## config.mk

```make
export PLATFORM = sky130hd
export DESIGN_NAME = alu_host_sequencer
export DESIGN_NICKNAME = d
export VERILOG_FILES = /design/src/rtl/alu_host_sequencer.sv
export SDC_FILE = /design/constraint.sdc
export NUM_CORES = 1
export LEC_CHECK = 0
export CAP_MARGIN = 20
export CORE_AREA = 5 5 100 102
export DETAILED_ROUTE_END_ITERATION = 16
export DIE_AREA = 0 0 105 107
export SYNTH_ARGS = -nofsm -noshare
export SYNTH_HDL_FRONTEND = slang
export SYNTH_SLANG_ARGS = --single-unit
```

## constraint.sdc

```tcl
create_clock -name clk -period 2.8 [get_ports clk]
set_input_delay 0.56 -clock clk [delete_from_list [all_inputs] [get_ports clk]]
set_output_delay 0.56 -clock clk [all_outputs]
set_load 0.01 [all_outputs]
```

## src/rtl/alu_host_sequencer.sv

```systemverilog
// alu_host_sequencer: host-side initiator for the serial-operand ALU.
// Takes one request, resets the ALU, streams the operand bytes, waits for END,
// collects the 1- or 2-byte result and returns it on a valid/ready response.
// Optional build macro ALU_SEQ_CHECK_EN adds a result cross-check (status 11)
// and a saturating err_cnt output.
//
// state    | meaning
// IDLE     | ready for a request, ALU out of reset
// ARST     | one-cycle ALU reset pulse
// LD_A     | BEGIN high, first operand byte on inbus
// LD_B     | second operand byte on inbus
// LD_C     | divisor byte on inbus (DIV only)
// WAIT_END | waiting for END, timeout counter running
// CAPT2    | capture low byte of a 2-byte result
// RESP     | response held until accepted
module alu_host_sequencer #(
  parameter int TIMEOUT_CYC = 255,
  parameter int CNT_W       = 16
) (
  input  logic        clk,
  input  logic        reset,
  input  logic        req_valid,
  output logic        req_ready,
  input  logic [1:0]  req_op,
  input  logic [15:0] req_a,
  input  logic [7:0]  req_b,
  output logic        resp_valid,
  input  logic        resp_ready,
  output logic [15:0] resp_data,
  output logic [1:0]  resp_status,
  output logic        alu_reset,
  output logic        alu_begin,
  output logic [1:0]  alu_op,
  output logic [7:0]  alu_inbus,
  input  logic [7:0]  alu_outbus,
  input  logic        alu_end
`ifdef ALU_SEQ_CHECK_EN
  , output logic [7:0] err_cnt
`endif
);

  typedef enum logic [2:0] {
    S_IDLE, S_ARST, S_LD_A, S_LD_B, S_LD_C, S_WAIT_END, S_CAPT2, S_RESP
  } state_t;

  localparam logic [1:0] OP_ADD  = 2'b00;
  localparam logic [1:0] OP_SUB  = 2'b01;
  localparam logic [1:0] OP_MUL  = 2'b10;
  localparam logic [1:0] OP_DIV  = 2'b11;
  localparam logic [1:0] ST_OK   = 2'b00;
  localparam logic [1:0] ST_TMO  = 2'b01;
  localparam logic [1:0] ST_DIV0 = 2'b10;
  // Counter is cleared on entry, so the last allowed WAIT_END cycle sees TIMEOUT_CYC-1.
  localparam logic [CNT_W-1:0] TMO_LAST = CNT_W'(TIMEOUT_CYC - 1);

  state_t            state_q, state_d;
  logic [1:0]        op_q, op_d;
  logic [15:0]       a_q, a_d;
  logic [7:0]        b_q, b_d;
  logic [CNT_W-1:0]  cnt_q, cnt_d;
  logic              req_ready_d, resp_valid_d, alu_reset_d, alu_begin_d;
  logic [15:0]       resp_data_d;
  logic [1:0]        resp_status_d, alu_op_d;
  logic [7:0]        alu_inbus_d;

`ifdef ALU_SEQ_CHECK_EN
  localparam logic [1:0] ST_CHK = 2'b11;
  logic [15:0] exp_q, exp_d, exp_calc;
  logic [7:0]  err_d;

  // Reference result of the incoming request, latched alongside the operands.
  always_comb begin
    exp_calc = '0;
    case (req_op)
      OP_ADD: exp_calc = {8'h00, req_a[7:0] + req_b};
      OP_SUB: exp_calc = {8'h00, req_a[7:0] - req_b};
      OP_MUL: exp_calc = 16'(req_a[7:0]) * 16'(req_b);
      OP_DIV: if (req_b != 8'h00)
                exp_calc = {8'(req_a / 16'(req_b)), 8'(req_a % 16'(req_b))};
      default: exp_calc = '0;
    endcase
  end
`endif

  // Next-state and next-output logic; every output is registered from these.
  always_comb begin
    state_d       = state_q;
    op_d          = op_q;
    a_d           = a_q;
    b_d           = b_q;
    cnt_d         = cnt_q;
    req_ready_d   = req_ready;
    resp_valid_d  = resp_valid;
    resp_data_d   = resp_data;
    resp_status_d = resp_status;
    alu_reset_d   = alu_reset;
    alu_begin_d   = alu_begin;
    alu_op_d      = alu_op;
    alu_inbus_d   = alu_inbus;
`ifdef ALU_SEQ_CHECK_EN
    exp_d         = exp_q;
    err_d         = err_cnt;
`endif
    case (state_q)
      S_IDLE: begin
        req_ready_d = 1'b1;
        alu_reset_d = 1'b0;
        if (req_valid && req_ready) begin
          op_d        = req_op;
          a_d         = req_a;
          b_d         = req_b;
          req_ready_d = 1'b0;
`ifdef ALU_SEQ_CHECK_EN
          exp_d       = exp_calc;
`endif
          if (req_op == OP_DIV && req_b == 8'h00) begin
            state_d       = S_RESP;
            resp_valid_d  = 1'b1;
            resp_data_d   = '0;
            resp_status_d = ST_DIV0;
          end else begin
            state_d     = S_ARST;
            alu_reset_d = 1'b1;
          end
        end
      end
      S_ARST: begin
        state_d     = S_LD_A;
        alu_reset_d = 1'b0;
        alu_begin_d = 1'b1;
        alu_op_d    = op_q;
        alu_inbus_d = (op_q == OP_DIV) ? a_q[15:8] : a_q[7:0];
      end
      S_LD_A: begin
        state_d     = S_LD_B;
        alu_begin_d = 1'b0;
        alu_inbus_d = (op_q == OP_DIV) ? a_q[7:0] : b_q;
      end
      S_LD_B: begin
        cnt_d = '0;
        if (op_q == OP_DIV) begin
          state_d     = S_LD_C;
          alu_inbus_d = b_q;
        end else begin
          state_d = S_WAIT_END;
        end
      end
      S_LD_C: begin
        state_d = S_WAIT_END;
        cnt_d   = '0;
      end
      S_WAIT_END: begin
        cnt_d = cnt_q + 1'b1;
        if (alu_end) begin
          case (op_q)
            OP_ADD, OP_SUB: begin
              state_d       = S_RESP;
              resp_valid_d  = 1'b1;
              resp_data_d   = {8'h00, alu_outbus};
              resp_status_d = ST_OK;
            end
            OP_MUL, OP_DIV: begin
              state_d     = S_CAPT2;
              resp_data_d = {alu_outbus, resp_data[7:0]};
            end
          endcase
        end else if (cnt_q == TMO_LAST) begin
          state_d       = S_RESP;
          resp_valid_d  = 1'b1;
          resp_data_d   = '0;
          resp_status_d = ST_TMO;
          alu_reset_d   = 1'b1;
        end
      end
      S_CAPT2: begin
        state_d       = S_RESP;
        resp_valid_d  = 1'b1;
        resp_data_d   = {resp_data[15:8], alu_outbus};
        resp_status_d = ST_OK;
      end
      S_RESP: begin
        alu_reset_d = 1'b0;
        if (resp_ready) begin
          state_d      = S_IDLE;
          resp_valid_d = 1'b0;
          req_ready_d  = 1'b1;
        end
      end
      default: state_d = S_IDLE;
    endcase
`ifdef ALU_SEQ_CHECK_EN
    // An otherwise-good result that disagrees with the reference is flagged once.
    if (state_d == S_RESP && (state_q == S_WAIT_END || state_q == S_CAPT2) &&
        resp_status_d == ST_OK && resp_data_d != exp_q) begin
      resp_status_d = ST_CHK;
      if (err_cnt != 8'hFF) err_d = err_cnt + 8'd1;
    end
`endif
  end

  // State and output registers with synchronous reset.
  always_ff @(posedge clk) begin
    if (reset) begin
      state_q     <= S_IDLE;
      op_q        <= '0;
      a_q         <= '0;
      b_q         <= '0;
      cnt_q       <= '0;
      req_ready   <= 1'b1;
      resp_valid  <= 1'b0;
      resp_data   <= '0;
      resp_status <= '0;
      alu_reset   <= 1'b1;
      alu_begin   <= 1'b0;
      alu_op      <= '0;
      alu_inbus   <= '0;
`ifdef ALU_SEQ_CHECK_EN
      exp_q       <= '0;
      err_cnt     <= '0;
`endif
    end else begin
      state_q     <= state_d;
      op_q        <= op_d;
      a_q         <= a_d;
      b_q         <= b_d;
      cnt_q       <= cnt_d;
      req_ready   <= req_ready_d;
      resp_valid  <= resp_valid_d;
      resp_data   <= resp_data_d;
      resp_status <= resp_status_d;
      alu_reset   <= alu_reset_d;
      alu_begin   <= alu_begin_d;
      alu_op      <= alu_op_d;
      alu_inbus   <= alu_inbus_d;
`ifdef ALU_SEQ_CHECK_EN
      exp_q       <= exp_d;
      err_cnt     <= err_d;
`endif
    end
  end

endmodule

```

==> Word-level counts from Yosys, hierarchy flattened <==
Cells that the tools add are included.
{ "totals": {"elab_cells": 103, "out_inout_bits": 32, "regBits": 77} }
{ "op_classes": {"bitwise": 1, "eq_ne": 21, "add_sub_neg": 1, "n_mux": 40, "reduce_logical": 26} }
{ "ops": {"columns": ["op", "count"], "rows": [
  ["16-bit 2-to-1 mux", 4],
  ["16-bit one-hot mux with 2 select lines", 2],
  ["16-bit one-hot mux with 3 select lines", 1],
  ["8-bit 2-to-1 mux", 3],
  ["3-bit one-hot mux with 8 select lines", 1],
  ["8-bit one-hot mux with 3 select lines", 1],
  ["16-bit by 1-bit adder with 16-bit output, second input constant", 1],
  ["16-bit by 8-bit equality test with 1-bit output, second input constant", 1],
  ["3-bit 2-to-1 mux", 5],
  ["5-bit AND reduction", 3],
  ["3-bit equality test, second input constant", 4],
  ["1-bit 2-to-1 mux", 12],
  ["2-bit inequality test, second input constant", 6],
  ["2-bit 2-to-1 mux", 5],
  ["3-bit nonzero test", 3],
  ["8-bit logical NOT", 1],
  ["2-bit nonzero test", 4],
  ["2-bit OR reduction", 4],
  ["2-bit equality test, second input constant", 3],
  ["3-bit by 2-bit equality test with 1-bit output, second input constant", 2],
  ["3-bit inequality test, second input constant", 2],
  ["2-bit one-hot mux with 3 select lines", 1],
  ["3-bit one-hot mux with 2 select lines", 1],
  ["2-bit AND reduction", 3],
  ["13 further kinds", 16]
]} }

==> Logic depth before layout (Yosys ltp) <==
{ "logic_depth": {"depth_word": 5, "ltp_mapped": 7, "ltp_nobuf": 7} }

==> Least setup slack after synthesis <==
No wires, ideal clock.
{ "synth_path": {"path_type": "register to register", "start": "reg cnt_q[0]", "end": "reg resp_status[0]", "slack_ps": 589, "t_arrival_ps": 2090, "path_stages_with_launch": 8, "cell_sequence": "dfxtp_1 -> inv_1 -> ha_1 -> or4b_1 -> or4_4 -> a21oi_4 -> nand3_2 -> mux2_4"} }
{ "synth_via": {"elab_chain_cells": 3} }
{ "synth_rtl": {"columns": ["item", "line", "rtl"], "rows": [
  ["start, declared", "60", "logic [CNT_W-1:0] cnt_q, cnt_d;"],
  ["start signal, assigned", "226", "cnt_q <= cnt_d;"],
  ["16-bit by 8-bit equality test with 1-bit output", "167", "end else if (cnt_q == TMO_LAST) begin"],
  ["3-bit inequality test (no source line)", null, null],
  ["5-bit AND reduction (no source line)", null, null],
  ["end signal, assigned", "230", "resp_status <= resp_status_d;"],
  ["end, declared", "30", "output logic [1:0] resp_status,"]
]} }
Every way passes these cells.
A chain may end at the register's enable or synchronous reset.

==> Final worst setup path <==
{ "layout_path": {"start": "reg cnt_q[1]", "end": "reg resp_data[2]"} }
{ "layout_via": {"elab_chain_cells": 3} }
{ "layout_rtl": {"columns": ["item", "line", "rtl"], "rows": [
  ["16-bit by 8-bit equality test with 1-bit output", "167", null],
  ["3-bit inequality test (no source line)", null, null],
  ["5-bit AND reduction (no source line)", null, null],
  ["end signal, assigned", "229", "resp_data <= resp_data_d;"],
  ["end, declared", "29", "output logic [15:0] resp_data,"]
]} }
Every way passes these cells.

==> results.md <==
| Quantity | This run |
| --- | --- |
| Outcome | finished clean |
| Total of warnings raised by yosys | 0 |
| Initial core utilization | 38.9% |
| Library cell occupying the most area in the post-synthesis netlist | sky130_fd_sc_hd__dfxtp_1 |
| P_leak | 0.00154 uW |
| Number of antenna violations at the first check in global routing | 0 |
| Clock-pin slew of the registers on the worst-case setup and hold paths | 0.08 ns |
| Number of fillers in the final layout | 900 |
| Width of the die | 105 um |
| Area share of the largest cell type after synthesis | 44.0% |
| Hold path start | a_q[9]$_SDFFE_PP0P_ |
| Share of synthesized area occupied by flip-flops and latches | 44.0% |
| CORE AREA | 9020 sq um |
| Worst IR drop on VDD | 0.000411 V |
| TritonCTS clock tree | done |
| Capture endpoint of the worst hold path | a_q[9]$_SDFFE_PP0P_ |
| Final worst setup slack | 0.366 ns |
| Post-layout net count | 538 |
| Overflow left after global routing | 0 |
| DR DRC count | 0 |
| Vias in the first global route | 3,205 |
| Worst reg2reg path endpoint | resp_data[2]$_SDFFE_PP0P_ |
| Pre-CTS setup slack | 0.115 ns |
| CP top delay family | simple AND/OR/NAND/NOR gates |
| Placement Rows | 35 |
| Longest Clk Path Bufs | 2 |
| Count of flip-flops with a built-in enable after synthesis | 0 |
| Total die area | 11,200 sq um |
| Post-detailed-route wirelength per cell | 14.9 um |
| Number of buffers inserted by post-CTS setup repair | 0 |
| Share of layout cells above drive strength 1 | 7.37% |
| Relative slew slack | 58.4% |
| Critical path fanouts, max | 8 |
| Global-route total usage across every layer | 16.6% |
| Final-report setup violation count | 0 |
| Post-CTS sizing | 0 |
| 1st-iter DRT viols | 148 |
| FFs w/ async S/R, synth | 0% |
| Worst setup slack for register-to-register paths | 0.37 ns |
| H-Tree Level Count | 3 |
| Count of vias placed by the detailed router | 3,355 |
| Number of top-level pins | 71 |
| Final Wtd Congestion | 0.796 |
| Cell with the largest stage delay on the worst path | sky130_fd_sc_hd__or4_4 |
| Num CTS Buffers | 9 |
| Leading post-synthesis cells by cell area | sky130_fd_sc_hd__dfxtp_1, sky130_fd_sc_hd__nand2_1, sky130_fd_sc_hd__a21oi_1, sky130_fd_sc_hd__a211oi_1, sky130_fd_sc_hd__a311oi_1 |
| Required arrival time at the worst endpoint | 3.04 ns |
| Stage delay of the slowest cell on the critical path | 0.59 ns |
| Type of the worst min-delay path | register to register |
| Setup_tns | 0 ns |
| Synthesized area | 3510 sq um |
| Number of cells on the worst hold path | 2 |
| Area growth from synthesis to final layout | 30.7% |
| Kind of capture point of the worst setup path | register |
| Layout Skew | 0.00897 ns |
| Synthesized netlist net count | 474 |
| Final core utilization | 50.8% |
| # clock sinks | 77 |
| Clock tree root buffer cell | sky130_fd_sc_hd__clkbuf_8 |
| Yosys reg bits | 77 |
| Number of library cell types mapped by synthesis | 49 |
| Area of the multi-input gates | 1840 sq um |
| Number of maximum-capacitance violations | 0 |
| Pin count of the biggest net entering global routing | 59 |
| Clock latency on the worst-skew pair | 0.35 ns |
| Wire length of the first global-routing pass | 15,500 um |
| Most frequently used flop master after synthesis | sky130_fd_sc_hd__dfxtp_1 |
| Period minus WS final | 2.43 ns |
| Buffers added on ports | 70 |
| Final Hold Vio Count | 0 |
| Estimated wirelength of the detail-placed design | 6470 um |
| Routed WL | 9130 um |
| Setup repair after global routing missed its margin | false |
| Vias per cell | 5.47 |
| Reg2Reg Depth | 6 |
| Arrival time reported for the critical path endpoint | 2.67 ns |
| Slew at the pin closest to its max-slew limit | 0.623 ns |
| Kind of critical path | register to register |
| Sequence of cells on the critical path | ha_1, or4b_1, or4_4, a21oi_4, a31oi_2, a22o_1 |
| Avg Synthesized Cell Area | 8.10 sq um |
| Power density relative to cell area | 856 nW/um^2 |
| Cts hold-fix bufs | 0 |
| Synthesized netlist cell count | 433 |
| Achievable clock frequency | 411 MHz |
| Reg-to-reg startpoint | cnt_q[1]$_SDFFE_PP0P_ |
| Final Max Slew Viols | 0 |
| Share of the clock period used by the worst path after layout | 86.9% |
| Startpoint class of the critical path | register |
| Vert. Die Dim | 107 um |
| Total buffers and inverters traversed by the critical path | 0 |
| Storage cell area | 1540 sq um |
| Detailed-router iteration count before antenna repair | 4 |
| Routed Antenna Nets | 0 |
| Diodes inserted | 0 |
==> cells in the final DEF, fill, tap and decap left out, types with 6 or more instances in the layout <==
cell,instances
sky130_fd_sc_hd__a21oi_1,64
sky130_fd_sc_hd__nand2_1,93
sky130_fd_sc_hd__a22o_1,9
sky130_fd_sc_hd__clkbuf_8,10
sky130_fd_sc_hd__dfxtp_1,77
sky130_fd_sc_hd__clkdlybuf4s50_1,69
sky130_fd_sc_hd__a211oi_1,16
sky130_fd_sc_hd__buf_4,11
sky130_fd_sc_hd__a311oi_1,11
sky130_fd_sc_hd__nand3_1,6
sky130_fd_sc_hd__and2_1,8
sky130_fd_sc_hd__nor3_1,7
sky130_fd_sc_hd__a31oi_1,6
sky130_fd_sc_hd__a311o_1,7
sky130_fd_sc_hd__o21ai_0,12
sky130_fd_sc_hd__nor2_1,24
==> cell type report <==
cell class	count	share of cell area, %
repair buffers	82	17.4
multi-input cells	323	40.1
flip-flops and latches	77	33.6
clock buffers	11	3.09
clock inverters	5	2.35
inverters	4	0.328
well taps	111	3.03
==> layer usage <==
metal	track usage (%)	up-vias	wire, um
li1	-	1715	-
met1	22.4	1546	4440
met2	26.6	80	4120
met3	2.77	14	401
met4	6.03	0	169
met5	0	-	0
==> power breakdown <==
part	total [uW]	internal [uW]	switching, uW	leakage, uW
Sequential	1490	1290	205	0.000625
Clock	1040	620	419	0.000124
Combinational	1390	600	791	0.000787
==> synth_stat cells (2+ instances only) <==
| cell type | n |
|---|---|
| sky130_fd_sc_hd__nand3_1 | 6 |
| sky130_fd_sc_hd__nand4_1 | 5 |
| sky130_fd_sc_hd__or3_1 | 3 |
| sky130_fd_sc_hd__nor4_1 | 2 |
| sky130_fd_sc_hd__o22ai_1 | 2 |
| sky130_fd_sc_hd__a22o_1 | 9 |
| sky130_fd_sc_hd__ha_1 | 2 |
| sky130_fd_sc_hd__clkbuf_1 | 24 |
| sky130_fd_sc_hd__or4_1 | 2 |
| sky130_fd_sc_hd__a31oi_1 | 6 |
| sky130_fd_sc_hd__a211oi_1 | 16 |
| sky130_fd_sc_hd__inv_1 | 4 |
| sky130_fd_sc_hd__a21oi_1 | 64 |
| sky130_fd_sc_hd__a21oi_4 | 2 |
| sky130_fd_sc_hd__o21ai_1 | 2 |
| sky130_fd_sc_hd__nor2b_1 | 5 |
| sky130_fd_sc_hd__a311oi_1 | 11 |
| sky130_fd_sc_hd__o21ai_0 | 12 |
| sky130_fd_sc_hd__mux2i_1 | 2 |
| sky130_fd_sc_hd__and3_1 | 3 |
| sky130_fd_sc_hd__a41oi_1 | 3 |
| sky130_fd_sc_hd__a311o_1 | 7 |
| sky130_fd_sc_hd__dfxtp_1 | 77 |
| sky130_fd_sc_hd__and2_1 | 8 |
| sky130_fd_sc_hd__nand2_1 | 93 |
| sky130_fd_sc_hd__nor2_1 | 24 |
| sky130_fd_sc_hd__nor3_1 | 7 |
| sky130_fd_sc_hd__nand4b_1 | 3 |
| sky130_fd_sc_hd__nand2b_1 | 2 |
| sky130_fd_sc_hd__buf_1 | 4 |
| sky130_fd_sc_hd__nand3b_1 | 5 |
==> per-stage QoR <==
stage	area, sq um	cells	hold slack, ns	total power [uW]
final	4580	613	0.459	3920
after global routing	4580	613	0.471	4190
after CTS	4580	613	0.459	3970
after detailed placement	4330	597	0.448	2920
after global placement	4330	597	0.445	2910
after floorplan	3510	433	0.432	2390
==> kinds of logic after synthesis <==
kind of cell	share of synthesized area [%]
compound gates	27.2
fa+ha+maj	0.714
buf+inv	3.57
flops	44.0
mux	1.32
simple gates	23.3
==> worst max path at each step <==
stage                     startpoint                           to  cells past startpoint  slack (ns)
4_1_cts        cnt_q[0]$_SDFFE_PP0P_    resp_data[2]$_SDFFE_PP0P_                      7        0.36
3_5_place_dp                req_b[2]      resp_valid$_SDFFE_PP0P_                      6        0.12
3_3_place_gp                req_b[2]      resp_valid$_SDFFE_PP0P_                      6        0.15
6_report       cnt_q[1]$_SDFFE_PP0P_    resp_data[2]$_SDFFE_PP0P_                      6        0.37
5_1_grt        cnt_q[1]$_SDFFE_PP0P_    resp_data[2]$_SDFFE_PP0P_                      6        0.19
2_1_floorplan  cnt_q[0]$_SDFFE_PP0P_  resp_status[0]$_SDFFE_PP0P_                      7        0.59
==> worst register-to-register path, stage by stage, from the launching register on <==
cell and delay [ns]:
sky130_fd_sc_hd__dfxtp_1 0.40, sky130_fd_sc_hd__ha_1 0.20, sky130_fd_sc_hd__or4b_1 0.46, sky130_fd_sc_hd__or4_4 0.59, sky130_fd_sc_hd__a21oi_4 0.23, sky130_fd_sc_hd__a31oi_2 0.22, sky130_fd_sc_hd__a22o_1 0.23
==> state kept, by name, summed over array words and instances, names as in the netlist <==
register / cells
alu_inbus: 8
b_q: 8
resp_data: 16
alu_begin: 1
req_ready: 1
op_q: 2
resp_valid: 1
cnt_q: 16
alu_reset: 1
alu_op: 2
state_q: 3
a_q: 16
resp_status: 2
No activity file was read; power rests on OpenSTA's default activity.
